File: config.mk
export PLATFORM = sky130hd
export DESIGN_NAME = mips_breg_dump_flat
export DESIGN_NICKNAME = d
export VERILOG_FILES = /design/src/rtl/mips_breg_dump_if.sv /design/src/rtl/mips_breg_dump.sv /design/src/flat_wrapper.sv
export SDC_FILE = /design/constraint.sdc
export NUM_CORES = 1
export LEC_CHECK = 0
export BUFFER_PORTS_ARGS = -buffer_cell sky130_fd_sc_hd__buf_2
export CORE_MARGIN = 2
export CORE_UTILIZATION = 45
export DETAILED_ROUTE_END_ITERATION = 8
export HOLD_SLACK_MARGIN = 0.03
export MAX_ROUTING_LAYER = met4
export PLACE_DENSITY_LB_ADDON = 0.1
export REMOVE_ABC_BUFFERS = 1
export SYNTH_ARGS = -nofsm -noshare
export SYNTH_HDL_FRONTEND = slang
export SYNTH_SLANG_ARGS = --single-unit
File: constraint.sdc
create_clock -name clock -period 5.4 [get_ports clock]
set_input_delay 0.54 -clock clock [delete_from_list [all_inputs] [get_ports clock]]
set_output_delay 0.54 -clock clock [all_outputs]
set_load 0.05 [all_outputs]
File: src/rtl/mips_breg_dump_if.sv
// mips_breg_dump_if
// Output stream of the register-file dumper: one (register number, value)
// beat per transfer, with a valid/ready handshake.
//   out_valid  master -> slave  beat available
//   out_ready  slave  -> master beat accepted on this edge
//   out_addr   master -> slave  register number of the beat
//   out_data   master -> slave  register value of the beat
interface mips_breg_dump_if #(
    parameter int WSIZE = 32
);
    logic             out_valid;
    logic             out_ready;
    logic [4:0]       out_addr;
    logic [WSIZE-1:0] out_data;

    modport master (
        output out_valid,
        output out_addr,
        output out_data,
        input  out_ready
    );

    modport slave (
        input  out_valid,
        input  out_addr,
        input  out_data,
        output out_ready
    );
endinterface

File: src/rtl/mips_breg_dump.sv
// mips_breg_dump
// Walks all 32 GPRs through the register file's two read ports, one
// even/odd pair at a time, and streams each (address, value) over the
// dump interface while keeping a running checksum of the emitted values.
// Ports:
//   clock, reset          system clock, async active-high reset
//   start, skip_zero      dump request (IDLE only) and zero-suppression option
//   readADDR1/readADDR2   register-file read addresses (even/odd of a pair)
//   Reg1/Reg2             register-file read data
//   dump                  output beat stream (master side)
//   busy, done            dump in progress / one-cycle completion pulse
//   checksum              sum of all transferred values, mod 2^WSIZE
//
// state | meaning
// IDLE  | waiting for start
// FETCH | read addresses driven, pair captured on the edge
// DRAIN | presenting the captured pair, b0 before b1
// DONE  | one-cycle done pulse
module mips_breg_dump #(
    parameter int WSIZE = 32
) (
    input  logic             clock,
    input  logic             reset,
    input  logic             start,
    input  logic             skip_zero,
    output logic [4:0]       readADDR1,
    output logic [4:0]       readADDR2,
    input  logic [WSIZE-1:0] Reg1,
    input  logic [WSIZE-1:0] Reg2,
    mips_breg_dump_if.master dump,
    output logic             busy,
    output logic             done,
    output logic [WSIZE-1:0] checksum
);
    typedef enum logic [1:0] {IDLE, FETCH, DRAIN, DONE} state_t;

    state_t           state;
    logic [3:0]       p;
    logic [WSIZE-1:0] b0;
    logic [WSIZE-1:0] b1;
    logic             v0;
    logic             v1;
    logic             skz;

    logic             sel_b1;
    logic [WSIZE-1:0] cur_data;
    logic             new_v0;
    logic             new_v1;

    // In DRAIN at least one entry is valid, so b1 is presented only once b0 is gone.
    assign sel_b1   = !v0;
    assign cur_data = sel_b1 ? b1 : b0;
    assign new_v0   = !(skz && (Reg1 == '0));
    assign new_v1   = !(skz && (Reg2 == '0));

    // Outputs decode registered state only; nothing depends combinationally on out_ready.
    assign dump.out_valid = (state == DRAIN);
    assign dump.out_addr  = (state == DRAIN) ? {p, sel_b1} : 5'd0;
    assign dump.out_data  = (state == DRAIN) ? cur_data : '0;
    assign readADDR1      = (state == FETCH) ? {p, 1'b0} : 5'd0;
    assign readADDR2      = (state == FETCH) ? {p, 1'b1} : 5'd0;

    always_ff @(posedge clock or posedge reset) begin
        if (reset) begin
            state    <= IDLE;
            p        <= '0;
            b0       <= '0;
            b1       <= '0;
            v0       <= 1'b0;
            v1       <= 1'b0;
            skz      <= 1'b0;
            busy     <= 1'b0;
            done     <= 1'b0;
            checksum <= '0;
        end else begin
            case (state)
                IDLE: begin
                    done <= 1'b0;
                    if (start) begin
                        state    <= FETCH;
                        p        <= '0;
                        checksum <= '0;
                        skz      <= skip_zero;
                        busy     <= 1'b1;
                    end
                end
                FETCH: begin
                    b0 <= Reg1;
                    b1 <= Reg2;
                    v0 <= new_v0;
                    v1 <= new_v1;
                    if (new_v0 || new_v1) begin
                        state <= DRAIN;
                    end else if (p == 4'hF) begin
                        state <= DONE;
                        done  <= 1'b1;
                    end else begin
                        p <= p + 4'd1;
                    end
                end
                DRAIN: begin
                    if (dump.out_ready) begin
                        checksum <= checksum + cur_data;
                        if (sel_b1) v1 <= 1'b0;
                        else        v0 <= 1'b0;
                        // Last entry of the pair: b1 just went, or b0 went with b1 empty.
                        if (sel_b1 || !v1) begin
                            if (p == 4'hF) begin
                                state <= DONE;
                                done  <= 1'b1;
                            end else begin
                                state <= FETCH;
                                p     <= p + 4'd1;
                            end
                        end
                    end
                end
                DONE: begin
                    done  <= 1'b0;
                    busy  <= 1'b0;
                    state <= IDLE;
                end
                default: state <= IDLE;
            endcase
        end
    end
endmodule

File: src/flat_wrapper.sv
// flat-port wrapper written by rule: the top's interface ports become plain ports
module mips_breg_dump_flat 
#(
    parameter int WSIZE = 32
)
  (clock, reset, start, skip_zero, readADDR1, readADDR2, Reg1, Reg2, busy, done, checksum, dump_out_valid, dump_out_addr, dump_out_data, dump_out_ready);
  mips_breg_dump_if #(.WSIZE(WSIZE)) dump_i ();
  input  logic clock;
  input  logic reset;
  input  logic start;
  input  logic skip_zero;
  output logic [4:0] readADDR1;
  output logic [4:0] readADDR2;
  input  logic [WSIZE-1:0] Reg1;
  input  logic [WSIZE-1:0] Reg2;
  output logic busy;
  output logic done;
  output logic [WSIZE-1:0] checksum;
  output wire logic [$bits(dump_i.out_valid)-1:0] dump_out_valid;
  output wire logic [$bits(dump_i.out_addr)-1:0] dump_out_addr;
  output wire logic [$bits(dump_i.out_data)-1:0] dump_out_data;
  input wire logic [$bits(dump_i.out_ready)-1:0] dump_out_ready;
  assign dump_out_valid = dump_i.out_valid;
  assign dump_out_addr = dump_i.out_addr;
  assign dump_out_data = dump_i.out_data;
  assign dump_i.out_ready = dump_out_ready;
  mips_breg_dump #(.WSIZE(WSIZE)) u_core (.clock(clock), .reset(reset), .start(start), .skip_zero(skip_zero), .readADDR1(readADDR1), .readADDR2(readADDR2), .Reg1(Reg1), .Reg2(Reg2), .dump(dump_i), .busy(busy), .done(done), .checksum(checksum));
endmodule
* Word level (Yosys, flattened, before mapping)
Index checks and enable logic that the tools add are counted.
** Cells by class
- Shift operators :: 0
- Eq/ne operators :: 10
- Add/sub/neg operators :: 2
- Magnitude comparators :: 0
- Divide/modulo/power cells :: 0
- Reduce and logical (&&, ||, !) cells :: 24
- $mul :: 0
- Bitwise gates (word level) :: 0
- Mux-type cells :: 33
** Operators by type and width (number)
- $mux W32 :: 4
- $logic_not A32 Y1 :: 2
- $pmux W32 S2 :: 1
- $add A32 B32 Y32 :: 1
- $mux W4 :: 5
- $mux W5 :: 3
- $mux W2 :: 6
- $pmux W4 S3 :: 1
- $reduce_and A3 Y1 :: 3
- $mux W1 :: 8
- $pmux W2 S4 :: 1
- $ne A2 B2 Y1 const B :: 3
- $pmux W1 S2 :: 3
- $reduce_and A2 Y1 :: 3
- $reduce_bool A2 Y1 :: 3
- $reduce_and A5 Y1 :: 1
- $add A4 B1 Y4 const B :: 1
- $eq A2 B2 Y1 const B :: 2
- $eq A4 B4 Y1 const B :: 1
- $logic_not A1 Y1 :: 4
- $ne A2 B1 Y1 const B :: 2
- $reduce_and A4 Y1 :: 1
- $ne A3 B3 Y1 const B :: 1
- $pmux W1 S3 :: 1
- 6 further kinds :: 8
** Storage, ports and cells
- Register bits after elaboration :: 107
- Output and inout port bits :: 82
- Bits in writable memories :: 0
- Word-level logic and storage cells :: 79
- Input bits :: 69
- Memory bits (read-only) :: 0
- Memories kept :: 0
- Latch bits :: 0

* Logic depth before layout (Yosys ltp)
- Word-level depth :: 6
- Depth in mapped cells :: 13
- Gate-level depth less buffers :: 12

* Worst setup path after synthesis
No wires, ideal clock.
- Kind :: register to register
- Start :: reg u_core.v0
- End :: reg u_core.checksum[29]
- Path slack :: 2.039 ns
- Required time :: 5.267 ns
- Period minus slack after synthesis :: 3.361 ns
- Data arrival time :: 3.228 ns
- Cell stages (with the launch flop) :: 14
- Library setup time :: 0.133 ns
- Buffers on the path :: 2
- Path through :: dfrtp_1 clkbuf_1 clkbuf_1 mux2i_1 inv_1 ha_1 a211o_1 a211o_1 a31oi_4 a31oi_1 o21ai_2 o21bai_1 a211oi_2 o31ai_1
** On the way
- Cells in the longest elaborated chain, start to end :: 4
** RTL lines
- start: declaration :: line mips_breg_dump.sv:41 : logic v0;
- start signal: assignment :: line mips_breg_dump.sv:90 : v0 <= new_v0;
- $mux W32 :: line mips_breg_dump.sv:52 : assign cur_data = sel_b1 ? b1 : b0;
- $add A32 B32 Y32 :: line mips_breg_dump.sv:103 : checksum <= checksum + cur_data;
- $mux W32 :: line mips_breg_dump.sv:102 : if (dump.out_ready) begin
- $pmux W32 S2 :: line mips_breg_dump.sv:76 : case (state)
- end signal: assignment :: line mips_breg_dump.sv:103
- end: declaration :: line mips_breg_dump.sv:33 : output logic [WSIZE-1:0] checksum
No other way between the ends. The select of a mux whose other input is x is not followed.
A chain may end at the register's enable or synchronous reset.

* Final worst setup path
- Start :: reg u_core.v0
- End :: reg u_core.checksum[25]
Same word-level chain as after synthesis.

==> summary.txt <==
DR pass1 iterations - 4
Post-cts sizing count - 0
Number of antenna violations at the first check in global routing - 0
Number of remaining DRC errors - 0
Tcrit/Tclk final - 66.3%
Mean Syn Cell Area - 10.2 um2
Setup Skew - 0.0113 ns
Skew-Pair Late Insertion Delay - 0.36 ns
Clock transition at path regs - 0.08 ns
Final wirelength - 19400 um
Max Clk Rate - 0.279 GHz
Mapped Area - 6890 um2
First-pass GRT wire length - 30500 um
CP required - 5.65 ns
Status - finished clean
H-tree lvl count - 3
Vias in the first global route - 5593
PwrDens - 743 nW/um2
Final setup viols - 0
Post-DP HPWL - 14500 um
CTS tree - built
Via Count - 5761
Largest net degree at the start of global routing - 56
Final net count - 914
Relative slew slack - 33.9%
Starting DRT DRC Count - 288
Slowest stage delay, CP - 0.50 ns
Worst hold margin - 0.303 ns
Area growth from synthesis to layout - 17.3%
Antenna viol nets, final - 0
Final Hold Viols - 0
Tot GR Track Use - 24.7%
Synth async-reset ratio - 100%
CTS Hold Bufs - 0
CTS sink cnt - 107
Synth area leaders - dfrtp_1 (39%), mux2_2 (16%), ha_1 (6.5%), and2_1 (3.6%), nand2_1 (2.9%)
RSZ-0062 raised after global routing - no
Post-synth cell types - 66
CP max stage cell - dfrtp_1
CP Cell Sequence - buf_4 > mux2_2 > ha_1 > o211a_1 > a211o_1 > nor4b_2 > nor3_2 > o31ai_1 > a31oi_1 > mux2i_1 > nand2_1
WL per Instance - 19.4 um
Final Util - 53.6%
Clock root buffer - clkbuf_16
Count leader, synth - dfrtp_1
Min Tclk post-route - 3.58 ns
Most common flop cell mapped by yosys - dfrtp_1
Worst min-delay path class - input pin to asynchronous set/reset pin
Final-layout fill cell count - 1390
Die width - 128 um
Initial Util - 45.7%
WP data arrival - 3.82 ns
Core footprint - 15100 um2
CP endpoint kind - flop
PortBufs - 149
CTS Buf Count - 9
Synth warnings - 0
Antenna cells - 0
Setup TNS - 0 ns
Number of flops mapped to enable cells by yosys - 0
Crit path kind - flop to flop
Crit path max-delay family - compound AO/OA/AOI/OAI gates
Crit path max fanout - 33
Die area - 16300 um2
Startpoint Class - flop
Register area share after synthesis - 38.9%
Num rows - 45
DP Cell Count - 985
I/O pins - 151
Worst vdd ir - 0.385 mV
Layout cells sized above 1 - 36.2%
Flops & latches, synth - 107
Global route overflow - 0
Synth area leader - dfrtp_1
Final std cells w/o fill - 1001
Cell leakage power - 3.86 nW
Final GP Congestion - 0.913
Fin. max-slew vios - 0
Share of the synthesized area in the top cell type - 38.9%
WP buf/inv - 1
Top post-synthesis cells by count - dfrtp_1 (107), mux2_2 (95), nand2_1 (53), and2_1 (40)
Maximum buffer depth of the clock tree - 2
Setup bufs post-CTS - 0
Vias per cell - 5.76
Die Ht - 128 um
Maxcap violations - 0
Total Power - 6.01 mW
Synth Instances - 678
Measured slew at the worst slew-check pin - 0.988 ns
-- path summary, 6_finish.rpt --
path	slack (ns)	cells after the start	to	startpoint
min in group clock	0.42	2	u_core.skz$_DFFE_PP0P_	skip_zero
max in group asynchronous	3.91	3	u_core.b1[31]$_DFFE_PP0P_	reset
worst min register to register	0.51	1	u_core.b1[25]$_DFFE_PP0P_	u_core.b1[25]$_DFFE_PP0P_
worst min-delay path	0.30	2	u_core.b0[25]$_DFFE_PP0P_	reset
worst max-delay path	1.82	11	u_core.checksum[25]$_DFFE_PP0P_	u_core.v0$_DFFE_PP0P_
worst max register to register	1.82	11	u_core.checksum[25]$_DFFE_PP0P_	u_core.v0$_DFFE_PP0P_
-- cell families after synthesis --
group / Yosys count / share of synthesized area (%)
simple gates: 187 / 15.0
compound gates: 167 / 17.0
xor+xnor: 16 / 2.03
other cells: 1 / 0.0544
flops: 107 / 38.9
buf+inv: 61 / 3.69
mux: 102 / 16.5
fa+ha+maj: 37 / 6.83
-- state kept, by name, indices dropped and copies added (netlist names), 2 cells and up --
name	cells
u_core.b0	32
u_core.b1	32
u_core.checksum	32
u_core.p	4
u_core.state	2
-- report_power, final --
group,switching [mW],internal [mW],leakage (nW)
sequential,0.232,1.16,1.31
clock,0.332,0.372,0.152
combinational,2.48,1.44,2.39
-- stage by stage --
| step | setup slack [ns] | area [um2] |
|---|---|---|
| 4_1_cts | 1.83 | 8090 |
| 3_3_place_gp | 1.83 | 7770 |
| 5_1_grt | 1.55 | 8090 |
| 3_5_place_dp | 1.85 | 7770 |
| 6_report | 1.82 | 8090 |
| 2_1_floorplan | 1.41 | 6730 |
-- cell type report --
class | count | area, um2 | area share, %
multi-input combinational | 510 | 3970 | 49.1
sequential | 107 | 2680 | 33.1
timing repair buffer | 154 | 783 | 9.69
tap | 188 | 235 | 2.91
clock buffer | 9 | 225 | 2.79
inverter | 26 | 100 | 1.24
clock inverter | 7 | 91.3 | 1.13
-- cell usage in the layout (no fill, tap or decap), drive strengths merged, types with 2 or more instances in the layout --
master / synthesis / layout
mux2i: 7 / 7
nor4b: 3 / 3
and2: 40 / 40
ha: 36 / 36
buf: 8 / 154
nand4: 7 / 7
dfrtp: 107 / 107
nand2b: 6 / 6
or3: 4 / 4
a221o: 3 / 3
nor3: 10 / 10
a2111oi: 3 / 3
o22a: 2 / 2
o31ai: 4 / 4
o211ai: 6 / 6
a21o: 13 / 13
a32o: 4 / 4
nand2: 53 / 53
o21ai: 48 / 48
a211o: 5 / 5
nor2b: 4 / 4
a21oi: 39 / 39
a22oi: 2 / 2
nor4: 13 / 13
o21bai: 6 / 6
nor2: 24 / 24
and3: 9 / 9
nand3: 11 / 11
xnor2: 8 / 8
xor2: 8 / 8
a211oi: 5 / 5
mux2: 95 / 95
o21a: 6 / 6
o211a: 2 / 2
inv: 26 / 30
a31oi: 7 / 7
o22ai: 3 / 3
clkbuf: 27 / 9
-- per-layer routing --
layer | vias up | track usage [%] | wire, um
met4 | 0 | 6.85 | 368
met2 | 179 | 37.9 | 8910
met1 | 2826 | 33.7 | 9130
met5 | - | - | 0
met3 | 21 | 4.63 | 981
li1 | 2735 | - | -
Power figures use the tool's default switching activity.
